==> src/rtl/cmp_flags_stage.sv <==
// Two-stage pipelined relational compare: widen operands, register, then emit a packed flag word.
// Optional build macro CMP_FLAGS_SIGNED_EN selects sign extension and signed comparison.
module cmp_flags_stage #(
    parameter int A_W   = 6,
    parameter int B_W   = 7,
    parameter int CNT_W = 16
) (
    input  logic             clk,
    input  logic             rst_n,
    input  logic             sclr,
    input  logic             in_valid,
    output logic             in_ready,
    input  logic [A_W-1:0]   a,
    input  logic [B_W-1:0]   b,
    output logic             out_valid,
    input  logic             out_ready,
    output logic [7:0]       flags,
    output logic [CNT_W-1:0] cmp_count
);

    localparam int W = (A_W > B_W) ? A_W : B_W;

    // Handshake: a transfer happens on a side when its valid and ready are both
    // high at a rising edge; valid never depends on ready, ready may depend on out_ready.

    logic [W-1:0] a_w, b_w;
    logic [W-1:0] s1_a, s1_b;
    logic         s1_v, s2_v;
    logic         s1_adv, s2_adv;
    logic         eq, gt, lt, a_nz, b_nz;
    logic [7:0]   flags_d;

    always_comb begin
`ifdef CMP_FLAGS_SIGNED_EN
        a_w = W'($signed(a));
        b_w = W'($signed(b));
`else
        a_w = W'(a);
        b_w = W'(b);
`endif
    end

    always_comb begin
        eq = (s1_a == s1_b);
`ifdef CMP_FLAGS_SIGNED_EN
        gt = ($signed(s1_a) > $signed(s1_b));
        lt = ($signed(s1_a) < $signed(s1_b));
`else
        gt = (s1_a > s1_b);
        lt = (s1_a < s1_b);
`endif
        // Either extension keeps a non-zero operand non-zero, so the widened copy suffices.
        a_nz    = |s1_a;
        b_nz    = |s1_b;
        flags_d = {eq, !eq, gt, !lt, lt, !gt, a_nz, b_nz};
    end

    always_comb begin
        s2_adv    = !s2_v || out_ready;
        s1_adv    = !s1_v || s2_adv;
        in_ready  = s1_adv;
        out_valid = s2_v;
    end

    always_ff @(posedge clk or negedge rst_n) begin
        if (!rst_n) begin
            s1_v      <= 1'b0;
            s2_v      <= 1'b0;
            s1_a      <= '0;
            s1_b      <= '0;
            flags     <= 8'h00;
            cmp_count <= '0;
        end else begin
            if (sclr) begin
                s1_v <= 1'b0;
                s2_v <= 1'b0;
            end else begin
                if (s1_adv) begin
                    s1_v <= in_valid;
                    if (in_valid) begin
                        s1_a <= a_w;
                        s1_b <= b_w;
                    end
                end
                if (s2_adv) begin
                    s2_v <= s1_v;
                    if (s1_v) begin
                        flags <= flags_d;
                    end
                end
            end
            // The word on the port this cycle is consumed even if sclr is also high.
            if (out_valid && out_ready) begin
                cmp_count <= cmp_count + CNT_W'(1);
            end
        end
    end

endmodule

==> config.mk <==
export PLATFORM = sky130hd
export DESIGN_NAME = cmp_flags_stage
export DESIGN_NICKNAME = d
export VERILOG_FILES = /design/src/rtl/cmp_flags_stage.sv
export SDC_FILE = /design/constraint.sdc
export NUM_CORES = 1
export LEC_CHECK = 0
export ABC_AREA = 0
export ABC_CLOCK_PERIOD_IN_PS = 2100
export CORE_ASPECT_RATIO = 1.2
export CORE_MARGIN = 5
export CORE_UTILIZATION = 25
export CTS_CLUSTER_SIZE = 16
export DETAILED_ROUTE_END_ITERATION = 10
export DONT_BUFFER_PORTS = 1
export GPL_TIMING_DRIVEN = 0
export PLACE_DENSITY_LB_ADDON = 0.2
export SETUP_SLACK_MARGIN = 0.3
export SLEW_MARGIN = 30
export SYNTH_ARGS = -nofsm -noshare
export SYNTH_HDL_FRONTEND = slang
export SYNTH_SLANG_ARGS = --single-unit
==> constraint.sdc <==
create_clock -name clk -period 2.1 [get_ports clk]
set_clock_uncertainty 0.2 [all_clocks]
set_input_delay 0.42 -clock clk [delete_from_list [all_inputs] [get_ports clk]]
set_output_delay 0.42 -clock clk [all_outputs]
set_load 0.01 [all_outputs]
Word level (Yosys, flattened, before mapping)
Cells that the tools add are included.

word-level totals
  output and inout port bits = 26
  register bits = 39

cells by class
  muxes and demuxes = 4
  bitwise operators = 1
  eq/ne operators = 1
  order comparisons = 2
  add/subtract/negate cells = 1
  reduce and logical (&&, ||, !) cells = 14

operator list
  kind                   number
  $add 16x1->16 const B  1
  $eq 6x7->1             1
  $gt 6x7->1             1
  $lt 6x7->1             1
  $reduce_or 7->1        1
  $reduce_and 3->1       2
  $reduce_or 6->1        1
  $logic_not 1->1        5
  $mux 1                 4
  $reduce_bool 2->1      2
  $logic_or 1x1->1       2
  $logic_and 1x1->1      1
  $not 1->1              1

Logic depth before layout (Yosys ltp)
  word-level depth = 5
  mapped depth = 6
  gate-level depth less buffers = 6

Worst setup path after synthesis
Ideal clock, no wire load.

  kind = reg-to-reg
  start point = reg s1_a[3]
  end point = reg flags[6]
  library setup time = 0.119 ns
  path slack = 0.407 ns
  buffers on the path = 0
  data required time = 1.781 ns
  stages on the path, launching flop included = 5
  data arrival time = 1.374 ns
  cells stage by stage = dfrtp_1 -> ha_1 -> nand4_1 -> or4_4 -> o21a_1

on the way
  longest elaborated chain between the ends = 2

ends and longest elaborated chain
  item                    RTL line  source
  from (decl)             27        logic [W-1:0] s1_a, s1_b;
  from (signal assigned)  81        s1_a <= a_w;
  $eq 6x7->1              44        eq = (s1_a == s1_b);
  $logic_not 1->1         55        flags_d = {eq, !eq, gt, !lt, lt, !gt, a_nz, b_nz};
  to (signal assigned)    88        flags <= flags_d;
  to (decl)               17        output logic [7:0] flags,

No other way between the ends.
A chain may end at the register's enable or synchronous reset.

Final worst setup path
  start point = reg s1_a[3]
  end point = reg flags[5]

on the way
  longest elaborated chain between the ends = 1

ends and longest elaborated chain
  item        RTL line  source
  $gt 6x7->1  49        gt = (s1_a > s1_b);

No other way between the ends.

==> impl_metrics.env <==
export IMPL_clock_latency_ns=0.29
export IMPL_worstMarginPinSlew_ns=0.338
export IMPL_peakVddDrop_mv=0.297
export IMPL_crit_end="flags[5]$_DFFE_PN0P_"
export IMPL_drc_errors=0
export IMPL_syn_area_mm2=0.00181
export IMPL_drive_gt1_frac=0.269
export IMPL_avgRoutedWirePerCell_um=15.1
export IMPL_yosys_area_top_type_share=0.540
export IMPL_p_leak_nw=0.950
export IMPL_syn2layout_area_growth_pct=19.8
export IMPL_cp_required_ns=2.08
export IMPL_grt_max_degree=40
export IMPL_p_int_mw=1.25
export IMPL_switchingPower_mw=0.539
export IMPL_drt_pass1_iter_count=4
export IMPL_ios=44
export IMPL_die_y_um=103
export IMPL_num_vias=1160
export IMPL_p_per_area_mw_per_mm2=827
export IMPL_setup_viol=0
export IMPL_r2r_start="s1_a[3]$_DFFE_PN0P_"
export IMPL_avgSynthCellArea_um2=12.0
export IMPL_finalSetupTns_ns=0
export IMPL_swShare=0.301
export IMPL_cts_sinks=39
export IMPL_synth_nets=176
export IMPL_maxCapViolCount=0
export IMPL_fill_cells=748
export IMPL_antenna_found_initial=0
export IMPL_pre_cts_slack_ns=0.264
export IMPL_fin_nets=191
export IMPL_cp_max_fo=4
export IMPL_period_minus_slack_ns=1.79
export IMPL_syn_inst=151
export IMPL_dieArea_mm2=0.00904
export IMPL_grt_pass1_wl_mm=6.22
export IMPL_drt_iter0_drc=17
export IMPL_status="completed"
export IMPL_p_clk_frac=0.272
export IMPL_critPathCaptureType="flip-flop"
export IMPL_max_freq_mhz=560
export IMPL_timing_slew_headroom=0.772
export IMPL_core_area_mm2=0.00715
export IMPL_min_path_type="in2reg"
export IMPL_gr_total_overflow=0
export IMPL_row_count=34
export IMPL_timing_final_crit_share=0.851
export IMPL_clockBufferDepth=2
export IMPL_critPathKind="reg2reg"
export IMPL_crit_start="s1_a[3]$_DFFE_PN0P_"
export IMPL_synth_top_area_cell="dfrtp_1"
export IMPL_ant_nets=0
export IMPL_critPathLaunchType="flip-flop"
export IMPL_timing_rr_end="flags[5]$_DFFE_PN0P_"
export IMPL_seqCellArea_um2=978
export IMPL_setup_slack_ns=0.313
export IMPL_slew_viol_final=0
export IMPL_cts_tree="done"
export IMPL_power_frac_comb=0.164
export IMPL_ys_warnings_count=0
export IMPL_finalHoldViolCount=0
export IMPL_num_antenna_cells=0
export IMPL_placed_area_mm2=0.00192
export IMPL_ctsHtreeMaxLevel=2
export IMPL_grt_use_total=0.0900
export IMPL_finalPower_mw=1.79
export IMPL_hold_slack_ns=0.0603
export IMPL_routed_wl_mm=3.88
export IMPL_root_buffer="clkbuf_8"
export IMPL_arrival_ns=1.77
export IMPL_vias_per_cell=4.51
export IMPL_ys_types=33
export IMPL_reg2regPathDepth=5
export IMPL_dp_hpwl_mm=2.86
export IMPL_multiInputGateArea_um2=835
export IMPL_start_util=0.253
export IMPL_gp_congestion=0.792
export IMPL_clkSlewWorstSetupHoldPaths_ns=0.07
export IMPL_grt_pass1_vias=1199
export IMPL_final_area_mm2=0.00217
export IMPL_rsz0062_at_grt="yes"
export IMPL_cts_buffers=5
export IMPL_final_common_cell="dfrtp_1"
export IMPL_yosysSeqAreaShare=0.540
export IMPL_ys_ff_latch=39
export IMPL_die_width_um=87.6
export IMPL_port_buffers=0
export IMPL_final_cell_mix="dfrtp_1, nor2_1, xnor2_1, mux2_2, inv_1"
export IMPL_synth_area_top_cells="dfrtp_1, mux2_2, ha_1"
export IMPL_seqPwrFrac=0.564
export IMPL_r2r_setup_slack_ns=0.31
[timing repair]
item                       4_1_cts  5_1_grt
hold endpoints to repair        41        0
setup endpoints to repair       15       16
resized for setup                3       12
hold buffers                     3        0
setup buffers                    0        4
gates cloned                     0        1
pin swaps                        0        1
[routing by layer]
layer  up-vias  GRT usage  routed length [um]
li1        556          -                   -
met1       552     0.0988                1460
met2        46      0.146                1920
met3         6     0.0480                 441
met4         0     0.0354                  54
met5         -          0                   0
[area by class of cell]
cell class              count  share of cell area
repair buffers              8              0.0439
clock inverters             2             0.00578
multi-input cells         101               0.385
inverters                   9              0.0156
well taps                  90              0.0520
plain buffers               2              0.0121
clock buffers               6              0.0335
flip-flops and latches     39               0.452
[flip-flops by register name (all words and copies together), names as in the netlist]
name / count
cmp_count: 16
flags: 8
out_valid: 1
s1_a: 6
s1_b: 7
s1_v: 1
[metrics by stage]
stage,cells,util
finish,257,0.303
CTS,252,0.289
global route,257,0.303
detailed placement,241,0.269
floorplan,151,-
global placement,241,0.269
[power by group through the flow]
stage	clock (mW)	combinational, mW	sequential [mW]
finish	0.488	0.293	1.01
global route	0.545	0.336	1.03
CTS	0.517	0.266	1.01
detailed placement	0	0.234	1.02
global placement	0	0.224	1.02
floorplan	0	0.198	0.977
[cells in the mapped netlist, drive strengths merged]
cell / count
nor3: 5
and2: 2
nand3: 4
nor2: 12
o211ai: 2
a21oi: 6
xnor2: 9
inv: 9
or4: 1
nor4: 3
a31oi: 2
and4: 1
nand2: 7
xor2: 6
nand2b: 1
nor2b: 2
nand3b: 2
a21o: 1
mux2: 14
o21ai: 6
nand4: 5
o21a: 2
dfrtp: 39
and3: 1
buf: 2
ha: 7
[worst max-delay path, stage by stage (launching register included)]
cell	delay, ns
dfrtp_2	0.44
ha_4	0.28
nand4_1	0.11
or4_4	0.53
o21ai_2	0.08
a21oi_1	0.05
[cells by family (layout without fill, tap and decap cells)]
family	after synthesis	in the layout	share of synthesized area
muxes	14	14	0.0872
AOI/OAI and AO/OA	19	19	0.0630
DFF	39	39	0.540
adders and majority gates	7	7	0.0484
buffers and inverters	11	27	0.0311
and+or+nand+nor	46	46	0.158
xor gates and xnor gates	15	15	0.0727
[worst min path at each step]
stage                     cells past startpoint      from                  endpoint
after floorplan                               0     rst_n  cmp_count[0]$_DFFE_PN0P_
after global placement                        0     rst_n  cmp_count[3]$_DFFE_PN0P_
after detailed placement                      0     rst_n  cmp_count[6]$_DFFE_PN0P_
after CTS                                     2  in_valid          s1_v$_DFFE_PN0P_
after global routing                          1      b[6]       s1_b[6]$_DFFE_PN0P_
final                                         2  in_valid          s1_v$_DFFE_PN0P_
(Power assumes the default switching activity.)
